File: src/rtl/sa_pkg.sv
// Shared types and length helpers for the systolic-array tile scheduler.
package sa_pkg;

    typedef enum logic [2:0] {
        S_IDLE,
        S_WAIT_FILL,
        S_CLEAR,
        S_STREAM,
        S_DRAIN,
        S_DONE
    } sa_sched_state_t;

    function automatic int unsigned stream_len(input int unsigned k,
                                               input int unsigned rows,
                                               input int unsigned cols);
        return k + ((rows > cols) ? rows : cols) - 1;
    endfunction

    function automatic int unsigned drain_len(input int unsigned rows,
                                              input int unsigned cols);
        return rows + cols - 1;
    endfunction

endpackage

File: src/rtl/sa_skew_window.sv
// Per-lane read-window decode: asserts while lo <= t < lo+K and the array advances.
module sa_skew_window #(
    parameter int unsigned LO  = 0,
    parameter int unsigned W_K = 8
) (
    input  logic [W_K:0]   i_t,
    input  logic [W_K-1:0] i_k,
    input  logic           i_adv,
    output logic           o_rden
);

    localparam logic [W_K+1:0] LO_EXT = (W_K+2)'(LO);

    logic [W_K+1:0] t_ext;
    logic [W_K+1:0] hi_ext;
    logic           lo_ok;

    always_comb begin
        t_ext  = {1'b0, i_t};
        hi_ext = LO_EXT + {2'b00, i_k};
    end

    // Lane 0 has no lower bound; avoid a constant unsigned compare.
    if (LO == 0) begin : g_lo_zero
        assign lo_ok = 1'b1;
    end else begin : g_lo_cmp
        assign lo_ok = (t_ext >= LO_EXT);
    end

    always_comb begin
        o_rden = i_adv && lo_ok && (t_ext < hi_ext);
    end

endmodule

File: src/rtl/sa_tile_scheduler.sv
// Tile sequencer: waits for FIFO fill, clears accumulators, streams a skewed wavefront, drains.
module sa_tile_scheduler
    import sa_pkg::*;
#(
    parameter int unsigned ROW    = 9,
    parameter int unsigned COL    = 1,
    parameter int unsigned W_ADDR = 8,
    parameter int unsigned W_K    = 8
) (
    input  logic              i_clk,
    input  logic              i_rst,
    input  logic              i_start,
    input  logic [W_K-1:0]    i_k_len,
    input  logic [W_ADDR:0]   i_row_level,
    input  logic [W_ADDR:0]   i_col_level,
    input  logic              i_out_full,
    output logic [ROW-1:0]    o_row_rden,
    output logic [COL-1:0]    o_col_rden,
    output logic              o_sa_enable,
    output logic              o_acc_clear,
    output logic              o_busy,
    output logic              o_done
);

    localparam int unsigned W_CMP = ((W_ADDR + 1) > W_K) ? (W_ADDR + 1) : W_K;
    localparam logic [W_K:0] DRAIN_LAST = (W_K+1)'(drain_len(ROW, COL) - 1);

    sa_sched_state_t state_q, state_d;
    logic [W_K:0]    t_q, t_d;
    logic [W_K-1:0]  k_q, k_d;

    logic             adv;
    logic             stream_adv;
    logic [W_K:0]     stream_last;
    logic [W_CMP-1:0] k_ext;
    logic [W_CMP-1:0] row_lvl_ext;
    logic [W_CMP-1:0] col_lvl_ext;

    always_ff @(posedge i_clk or posedge i_rst) begin
        if (i_rst) begin
            state_q <= S_IDLE;
            t_q     <= '0;
            k_q     <= '0;
        end else begin
            state_q <= state_d;
            t_q     <= t_d;
            k_q     <= k_d;
        end
    end

    always_comb begin
        adv         = !i_out_full;
        stream_last = (W_K+1)'(stream_len(32'(k_q), ROW, COL) - 1);
        k_ext       = W_CMP'(k_q);
        row_lvl_ext = W_CMP'(i_row_level);
        col_lvl_ext = W_CMP'(i_col_level);

        state_d = state_q;
        t_d     = t_q;
        k_d     = k_q;

        case (state_q)
            S_IDLE: begin
                if (i_start) begin
                    if (i_k_len != '0) begin
                        k_d     = i_k_len;
                        state_d = S_WAIT_FILL;
                    end else begin
                        state_d = S_DONE;
                    end
                end
            end
            S_WAIT_FILL: begin
                if ((row_lvl_ext >= k_ext) && (col_lvl_ext >= k_ext)) begin
                    state_d = S_CLEAR;
                end
            end
            S_CLEAR: begin
                t_d     = '0;
                state_d = S_STREAM;
            end
            S_STREAM: begin
                if (adv) begin
                    if (t_q == stream_last) begin
                        t_d     = '0;
                        state_d = S_DRAIN;
                    end else begin
                        t_d = t_q + 1'b1;
                    end
                end
            end
            S_DRAIN: begin
                if (adv) begin
                    if (t_q == DRAIN_LAST) begin
                        t_d     = '0;
                        state_d = S_DONE;
                    end else begin
                        t_d = t_q + 1'b1;
                    end
                end
            end
            S_DONE: begin
                state_d = S_IDLE;
            end
            default: begin
                state_d = S_IDLE;
            end
        endcase
    end

    always_comb begin
        stream_adv  = (state_q == S_STREAM) && !i_out_full;
        o_sa_enable = ((state_q == S_STREAM) || (state_q == S_DRAIN)) && !i_out_full;
        o_acc_clear = (state_q == S_CLEAR);
        o_busy      = (state_q != S_IDLE);
        o_done      = (state_q == S_DONE);
    end

    for (genvar r = 0; r < ROW; r++) begin : g_row_win
        sa_skew_window #(
            .LO  (r),
            .W_K (W_K)
        ) u_row_win (
            .i_t    (t_q),
            .i_k    (k_q),
            .i_adv  (stream_adv),
            .o_rden (o_row_rden[r])
        );
    end

    for (genvar c = 0; c < COL; c++) begin : g_col_win
        sa_skew_window #(
            .LO  (c),
            .W_K (W_K)
        ) u_col_win (
            .i_t    (t_q),
            .i_k    (k_q),
            .i_adv  (stream_adv),
            .o_rden (o_col_rden[c])
        );
    end

endmodule

File: config.mk
export PLATFORM = sky130hd
export DESIGN_NAME = sa_tile_scheduler
export DESIGN_NICKNAME = d
export VERILOG_FILES = /design/src/rtl/sa_pkg.sv /design/src/rtl/sa_skew_window.sv /design/src/rtl/sa_tile_scheduler.sv
export SDC_FILE = /design/constraint.sdc
export NUM_CORES = 1
export LEC_CHECK = 0
export CAP_MARGIN = 20
export CORE_ASPECT_RATIO = 0.7
export CORE_MARGIN = 4
export CORE_UTILIZATION = 39
export CTS_CLUSTER_SIZE = 20
export DETAILED_ROUTE_END_ITERATION = 10
export HOLD_SLACK_MARGIN = 0.15
export SLEW_MARGIN = 40
export SYNTH_ARGS = -nofsm -noshare
export SYNTH_HDL_FRONTEND = slang
export SYNTH_HIERARCHICAL = 1
export SYNTH_SLANG_ARGS = --single-unit
File: constraint.sdc
create_clock -name i_clk -period 2.9 [get_ports i_clk]
set_input_delay 0.29 -clock i_clk [delete_from_list [all_inputs] [get_ports i_clk]]
set_output_delay 0.29 -clock i_clk [all_outputs]
set_load 0.01 [all_outputs]
Yosys cells after proc, flatten, opt, wreduce, memory -nomap -nowiden:

Cells that the tools add are included.
Widths: inputs -> output; s select.

* add/sub/neg operators: 12
* order comparisons: 19
* eq/ne operators: 13
* muxes and demuxes: 13
* reductions and logical operators: 29

Operator list (number)
* $lt 9x10->1: 8
* $add 3x8->9 const A: 4
* $ge 9x3->1 const B: 4
* $mux 9: 4
* $pmux 9 s3: 1
* $mux 3: 7
* $logic_and 1x1->1: 20
* $add 2x8->9 const A: 2
* $ge 9x2->1 const B: 2
* $ge 9x8->1: 2
* $pmux 3 s5: 1
* $ne 2x2->1 const B: 6
* $add 1x8->9 const A: 1
* $add 4x8->9 const A: 1
* $add 8x4->9 const B: 1
* $add 9x1->9 const B: 1
* $eq 9x4->1 const B: 1
* $eq 9x9->1: 1
* $ge 9x1->1 const B: 1
* $ge 9x4->1 const B: 1
* $lt 9x8->1: 1
* $sub 9x1->9 const B: 1
* $sub 9x2->9 const B: 1
* $reduce_bool 8->1: 1
* other kinds (9): 13

* register bits after elaboration: 20
* input bits: 30
* output and inout port bits: 14
* word-level logic and storage cells: 89

Longest topological paths before layout:

Gate-level depths: netlist (run 1).

* depth in word-level cells: 7
* depth in mapped cells: 10
* gate-level depth less buffers: 9

By module:

The synthesis (run 1) kept the hierarchy.

Modules (own cells, without submodules)
* sa_tile_scheduler: times used 1, cells an instance 213, area each 1788.0 µm², seq. area each 500.5 µm²
* sa_skew_window (g_col_win[0].u_col_win ...): times used 2, cells an instance 26, area each 201.4 µm², seq. area each 0.0 µm²
* sa_skew_window (g_row_win[3].u_row_win): times used 1, cells an instance 42, area each 324.1 µm², seq. area each 0.0 µm²
* sa_skew_window (g_row_win[7].u_row_win): times used 1, cells an instance 40, area each 317.8 µm², seq. area each 0.0 µm²
* sa_skew_window (g_row_win[6].u_row_win): times used 1, cells an instance 36, area each 315.3 µm², seq. area each 0.0 µm²
* sa_skew_window (g_row_win[5].u_row_win): times used 1, cells an instance 39, area each 314.1 µm², seq. area each 0.0 µm²
* sa_skew_window (g_row_win[2].u_row_win): times used 1, cells an instance 35, area each 311.5 µm², seq. area each 0.0 µm²
* sa_skew_window (g_row_win[1].u_row_win): times used 1, cells an instance 39, area each 310.3 µm², seq. area each 0.0 µm²
* sa_skew_window (g_row_win[4].u_row_win): times used 1, cells an instance 34, area each 290.3 µm², seq. area each 0.0 µm²
* sa_skew_window (g_row_win[8].u_row_win): times used 1, cells an instance 34, area each 267.8 µm², seq. area each 0.0 µm²

Worst setup path before layout (run 1):

No wires, ideal clock.

* path type: register to register
* from: register k_q[0]
* to: register t_q[2]
* library setup time: 121 ps
* arrival: 2836 ps
* data required time: 2779 ps
* path slack: -58 ps
* stages on the path, launching flop included: 11
* buffers on the path: 1
* clock period less this slack: 2958 ps
* cells stage by stage: dfrtp_1 > inv_1 > ha_1 > nor2b_1 > or4b_1 > a31oi_2 > a2111oi_4 > o21ai_2 > buf_6 > o21bai_1 > a22o_1

* word-level cells in the longest chain between the ends: 7

Ends and longest elaborated chain
* start: declaration: line sa_tile_scheduler.sv:30 `logic [W_K-1:0] k_q, k_d;`
* start signal: assignment: line sa_tile_scheduler.sv:47 `k_q <= k_d;`
* $add 8x4->9: line sa_pkg.sv:16 `return k + ((rows > cols) ? rows : cols) - 1;`
* $sub 9x1->9: line sa_pkg.sv:16
* $sub 9x2->9: line sa_tile_scheduler.sv:53 `stream_last = (W_K+1)'(stream_len(32'(k_q), ROW, COL) - 1);`
* $eq 9x9->1: line sa_tile_scheduler.sv:84 `if (t_q == stream_last) begin`
* $mux 9: line sa_tile_scheduler.sv:84
* $mux 9: line sa_tile_scheduler.sv:83 `if (adv) begin`
* $pmux 9 s3: line sa_tile_scheduler.sv:62 `case (state_q)`
* end signal: assignment: line sa_tile_scheduler.sv:46 `t_q <= t_d;`
* end: declaration: line sa_tile_scheduler.sv:29 `logic [W_K:0] t_q, t_d;`

Every way passes these cells. The select of a mux whose other input is x is not followed.
A chain may end at the register's enable or synchronous reset.

Worst setup path in the final report (run 1):

* from: register k_q[3]
* to: output port o_row_rden[0]

* word-level cells in the longest chain between the ends: 2

Ends and longest elaborated chain
* $lt 9x8->1: line sa_skew_window.sv:31 `o_rden = i_adv && lo_ok && (t_ext < hi_ext);`
* $logic_and 1x1->1: line sa_skew_window.sv:31
* end: declaration: line sa_tile_scheduler.sv:17 `output logic [ROW-1:0] o_row_rden,`

Every way passes these cells.

==> results of run 1 <==
[cell families (layout without fill, tap and decap cells)]
| logic type | after synthesis | in the layout |
|---|---|---|
| simple gates | 190 | 190 |
| compound gates | 135 | 135 |
| fa+ha+maj | 105 | 105 |
| buf+inv | 61 | 178 |
| xor+xnor | 51 | 51 |
| flops | 20 | 20 |
| mux | 2 | 2 |
[metrics by stage]
stage / utilization / TNS, ns / instance area, sq um / setup slack, ns
after floorplan: - / 0 / 4640 / 0.00119
final: 0.512 / 0 / 5990 / 0.107
after global placement: 0.500 / 0 / 5840 / 0.000119
after global routing: 0.512 / -0.0174 / 5990 / -0.0174
after CTS: 0.510 / 0 / 5960 / 0.00770
after detailed placement: 0.500 / -0.0775 / 5840 / -0.0552
[placed cells by master (no fill, tap or decap), drive strengths merged, types with 8 or more instances in the layout]
| master | instances |
|---|---|
| buf | 80 |
| nor4 | 12 |
| a21oi | 24 |
| inv | 52 |
| clkdlybuf4s50 | 34 |
| a21o | 18 |
| nand3 | 32 |
| clkbuf | 10 |
| and3 | 10 |
| nor3 | 11 |
| nor2 | 19 |
| nand2 | 48 |
| ha | 105 |
| a41oi | 13 |
| xor2 | 30 |
| dfrtp | 20 |
| o21ai | 29 |
| a211oi | 10 |
| xnor2 | 21 |
| nand4 | 11 |
| nand4b | 8 |
[power by group]
group          internal [W]  switching [W]  leakage (nW)
sequential         0.000359       0.000109         0.249
combinational       0.00182        0.00223          2.62
clock              0.000187       0.000104        0.0382
total               0.00237        0.00244          2.91
[worst register-to-register path, cell delays in order (launching register included)]
cell and delay [ns]:
dfrtp_2 0.52, buf_4 0.27, inv_1 0.12, ha_1 0.30
a21oi_1 0.15, nor2b_1 0.06, or4_1 0.48, a41oi_1 0.21
a211oi_2 0.09, nand2_1 0.10, mux2_2 0.33
[state kept, by name (all words and copies together), names as in the netlist]
register	flops
k_q	8
state_q	3
t_q	9
[final cells by class]
class	instances	area, sq um	share of cell area
Clock buffer	4	78.8	0.0132
Inverter	52	195	0.0326
Multi-Input combinational cell	483	3960	0.661
Sequential cell	20	508	0.0848
Timing Repair Buffer	122	1050	0.176
Tap cell	157	196	0.0328
[per-layer routing]
| metal | vias to the layer above | track usage |
|---|---|---|
| met1 | 2277 | 0.321 |
| met4 | 0 | 0.0311 |
| met2 | 150 | 0.336 |
| li1 | 2358 | - |
| met5 | - | 0 |
| met3 | 12 | 0.0197 |
[what timing repair did]
| action | CTS | global route |
|---|---|---|
| buffers inserted | 4 | 0 |
| hold buffers | 0 | 0 |
| pin swaps | 0 | 3 |
| gates resized for setup | 19 | 30 |
| endpoints found under the setup margin | 8 | 19 |
[worst paths after layout]
| path | startpoint | end | slack [ns] | depth (start not counted) |
|---|---|---|---|---|
| max | k_q[3] | o_row_rden[0] | 0.11 | 8 |
| min | i_rst | t_q[7] | 0.36 | 2 |
| max reg2reg | k_q[6] | state_q[0] | 0.16 | 10 |
| min reg2reg | state_q[2] | state_q[1] | 0.60 | 2 |
| max in group asynchronous | i_rst | t_q[2] | 2.20 | 2 |
| min in group i_clk | state_q[2] | state_q[1] | 0.60 | 2 |
==> reports/results.ini, run 1 <==
[outcome]
status = completed

[yosys]
synth_edf_count = 0
yosys_warnings = 6
synth.avg_cell_area_sq_um = 8.23
synth.top_cells.by_count = 105 x ha_1, 52 x inv_1, 47 x nand2_1
synth.area.mux_share = 0.00458
synth_fa_ha_area_frac = 0.283
syn-cell-area_sq_um = 4640
ys_dominant_reg_cell = dfrtp_1
synth_top_family_by_area = adder cells
synth.net_count = 699
syn_inst = 564
synth_area_leaders = ha_1 28%, dfrtp_1 11%, xor2_1 5.7%
ys_types = 65
yosys.area.top_type = ha_1
yosys_register_bits = 20
ys_seq_area_frac = 0.108
synth_compound_area_frac = 0.227
yosysMostFrequentCell = ha_1
ys_async_sr_fraction = 1.00
synth_top_area_share = 0.283
synth_xor_area_frac = 0.0962
synth-simple-area-share = 0.230

[global_routing]
antenna_found_initial = 0
grt_pass1_wl_um = 24400
overflow = 0
grt_max_degree = 21
grt_pass1_vias = 4749
track_usage = 0.213

[detailed_routing]
drt-pass1-iter-count = 5
wl_per_cell_um = 17.6
drt_wl_total_um = 14800
routed-wl-met2_um = 6330
top_layer = met4
drc_errors = 0
wl_met3_um = 807
via_per_inst = 5.72
met1_length_um = 7490
ant_nets = 0
drtIter0Drc = 213
vias = 4797

[sta]
worst_pin_slew_ns = 0.639
whs_ns = 0.365
finalSetupViolCount = 0
slew_headroom = 0.574
fin_crit_ns = 2.79
rsz0062_at_grt = yes
fmax_mhz = 358
finalCritPeriodShare = 0.963
skew_ns = 0.00523
slew_viol_final = 0
hold_viol_final = 0

[clock_network]
tritoncts = done
htreeDepth = 1
clock_latency_ns = 0.25
clkTransAtPathRegs_ns = 0.06
clock_path_buffers = 2
cts_buffers = 3
clock-root-buffer = clkbuf_16
cts_num_sinks = 20

[power_and_ir_drop]
ir_worst_vdd_mv = 0.320
finalPower_w = 0.00481
total_leakage_power_nw = 2.91
p_per_area_nw_per_um2 = 803

[final_layout]
drive_gt1_frac = 0.200
area_delta_synth_final_pct = 29.0
antenna_cells = 0
fill_cells = 1087
fin_cells = 838
final_nets = 817

[placement]
place_congestion = 0.876
dp_hpwl_um = 11500
numPortBuffers = 43
place_inst = 830

[floorplan]
die_x_um = 138
initial_core_util = 0.397
rows = 33
ios = 44
die_area_sq_um = 13700
die_h_um = 99.3
core-area_sq_um = 11700

[setup_path]
critPathKind = flop to output pin
cp.arrival_ns = 2.50
crit_chain = buf_6 > buf_4 > inv_1 > ha_1 > o21ai_0 > a21oi_1 > a221oi_2 > clkdlybuf4s50_1
cp_top_family = buffers and inverters
cp-start-kind = flop
required_ns = 2.61
cp_num_buf_inv = 4
cp_max_fo = 14
critPathMaxStageDelay_ns = 0.58
cp_slowest_cell = clkdlybuf4s50_1
cp-end-kind = output pin

[min_path]
hold_class = primary input to async pin

[flow_run]
maxCapViolCount = 0

Note: power is estimated with default switching activity, not from simulation.
==> run 2, diff against run 1 <==
--- a/config.mk
+++ b/config.mk
@@ -5,6 +5,7 @@
 export SDC_FILE = /design/constraint.sdc
 export NUM_CORES = 1
 export LEC_CHECK = 0
+export ABC_AREA = 1
 export CAP_MARGIN = 20
 export CORE_ASPECT_RATIO = 0.7
 export CORE_MARGIN = 4
==> reports/results.ini, run 2 <==
[detailed_routing]
drt_wl_total_um = 15100
via_per_inst = 4.83
vias = 5284
drc_errors = 0
drtIter0Drc = 321
ant_nets = 0
wl_per_cell_um = 13.8
drt-pass1-iter-count = 4

[sta]
slew_viol_final = 0
fin_setup_tns_ns = 0
worst_pin_slew_ns = 0.759
fin_crit_ns = 2.75
fmax_mhz = 363
skew_ns = 0.00301
rsz0062_at_grt = yes
finalSetupViolCount = 0
hold_viol_final = 0
finalCritPeriodShare = 0.950
slew_headroom = 0.494

[final_layout]
area_delta_synth_final_pct = 22.1
max_flop_register = t_q
largest_reg_flops = 9
layout_commonest_cell = nand2_1
antenna_cells = 0
fin_area_sq_um = 6300
final_cell_mix = 237 x nand2_1, 135 x inv_1, 104 x ha_1
drive_gt1_frac = 0.114
final_nets = 1068
fin_util = 0.497
largestRegisters = t_q (9), k_q (8), state_q (3)

[setup_path]
required_ns = 2.61
crit_chain = buf_4 > ha_1 > o21ai_2 > nor2_2 > nand2_1 > xor2_1 > ha_1 > nand3_1 > nor2_1 > nand2_1 > nand3_1 > nor2_1 > dlygate4sd2_1
cp-start-kind = flop
crit_cells = 13
cp_max_fo = 6
cp-end-kind = output pin
r2r_end = state_q[0]
reg2regPathDepth = 12
cp_top_family = simple AND/OR/NAND/NOR gates
critPathKind = flop to output pin
cp_slowest_cell = dfrtp_2
cp.arrival_ns = 2.46
r2r_setup_slack_ns = 0.46
worstReg2RegStart = k_q[6]
cp_num_buf_inv = 2
crit_end = o_row_rden[5]
startpoint = k_q[0]
critPathMaxStageDelay_ns = 0.45

[yosys]
synth.net_count = 976
ys_dominant_reg_cell = dfrtp_1
synth_edf_count = 0
ys_async_sr_fraction = 1.00
yosys.area.top_type = ha_1
syn-cell-area_sq_um = 5160
ys_types = 34
synth_area_leaders = ha_1 25%, nand2_1 17%, inv_1 9.9%
yosys_warnings = 6
ys_seq_area_frac = 0.0971
syn_inst = 841
synth.top_cells.by_count = 237 x nand2_1, 136 x inv_1, 105 x ha_1
synth_top_area_share = 0.255
synth.avg_cell_area_sq_um = 6.13
yosysMostFrequentCell = nand2_1
yosys_register_bits = 20

[floorplan]
die_h_um = 104
die_x_um = 145
die_area_sq_um = 15200
initial_core_util = 0.407
core-area_sq_um = 12700
rows = 34
ios = 44

[global_routing]
antenna_found_initial = 0
grt_pass1_vias = 4887
grt_max_degree = 34
track_usage = 0.199
grt_pass1_wl_um = 25000
overflow = 0

[outcome]
status = completed

[clock_network]
cts_num_sinks = 20
clock_path_buffers = 2
cts_buffers = 3
holdBufCountCts = 0
clock_latency_ns = 0.26
clkTransAtPathRegs_ns = 0.06
clock-root-buffer = clkbuf_16
htreeDepth = 1
tritoncts = done

[flow_run]
maxCapViolCount = 0

[power_and_ir_drop]
total_leakage_power_nw = 3.65
ir_worst_vdd_mv = 0.302
p_per_area_nw_per_um2 = 828

[placement]
placed_cell_area_sq_um = 6100
place_congestion = 0.830
numPortBuffers = 43
dp_hpwl_um = 11300

[min_path]
hold_class = primary input to async pin

==> run 2: cell count changes after synthesis, moves of 10 or more <==
cell | before | now
nand3_1 | 32 | 63
a21o_1 | 18 | 1
xnor2_1 | 21 | 9
o21ai_0 | 28 | 11
nor4_1 | 12 | 2
a21oi_1 | 24 | 34
nand2_1 | 47 | 237
and3_1 | 10 | 0
nor2_1 | 19 | 96
inv_1 | 52 | 136
==> run 2: kinds of logic (layout without fill, tap and decap cells) <==
logic type	after synthesis	in the layout	share of synthesized area
AOI/OAI and AO/OA	56	56	0.0653
adders and majority gates	105	105	0.255
buffers and inverters	150	241	0.110
DFF	20	20	0.0971
and+or+nand+nor	465	465	0.397
xor gates and xnor gates	45	45	0.0764
==> run 2: area by class of cell <==
class / count / area (sq um)
fillers: 1345 / 6380
multi-input cells: 671 / 4100
repair buffers: 88 / 838
inverters: 149 / 561
flip-flops and latches: 20 / 505
well taps: 162 / 203
clock buffers: 4 / 88.8
==> run 2: power breakdown <==
part	internal, W	total (W)	switching [W]	leakage, nW
Clock	0.000211	0.000332	0.000121	0.0442
Combinational	0.00178	0.00435	0.00257	3.36
Sequential	0.000363	0.000533	0.000171	0.247
==> run 2: what timing repair did <==
action / CTS / global route
resized for setup: 11 / 13
endpoints found under the setup margin: 7 / 6
cloned: 0 / 1
buffers inserted: 4 / 3
==> run 2: through the flow <==
stage / hold slack [ns] / power (W) / setup slack, ns / instances
3_3_place_gp: 0.570 / 0.00465 / 0.0597 / 1082
6_report: 0.354 / 0.00522 / 0.146 / 1094
2_1_floorplan: 0.254 / 0.00345 / 0.251 / 841
4_1_cts: 0.389 / 0.00509 / 0.0104 / 1090
3_5_place_dp: 0.583 / 0.00469 / 0.0160 / 1082
5_1_grt: 0.404 / 0.00589 / -0.0844 / 1094
==> run 2: worst reg2reg max path, delay by kind of cell (launching register included) <==
family                   cells  cell delay, ns
AO/OA/AOI/OAI                1            0.23
adder cells (fa/ha/maj)      1            0.34
buffers and inverters        2            0.42
flip-flops                   1            0.52
AND/OR/NAND/NOR              8            0.81
==> run 2: per-layer routing <==
| metal | track usage | vias up | routed length (um) |
|---|---|---|---|
| li1 | - | 2858 | - |
| met1 | 0.318 | 2321 | 8630 |
| met2 | 0.289 | 99 | 5880 |
| met3 | 0.0240 | 6 | 570 |
| met4 | 0.0224 | 0 | 70 |
| met5 | 0 | - | 0 |
==> run 2: worst min path at each step <==
stage	start	to	slack, ns	cells past startpoint
after floorplan	i_rst	k_q[0]	0.25	1
after global placement	state_q[0]	state_q[0]	0.57	2
after detailed placement	state_q[0]	state_q[0]	0.58	2
after CTS	i_rst	state_q[0]	0.39	2
after global routing	i_rst	state_q[0]	0.40	2
final	i_rst	state_q[0]	0.35	2
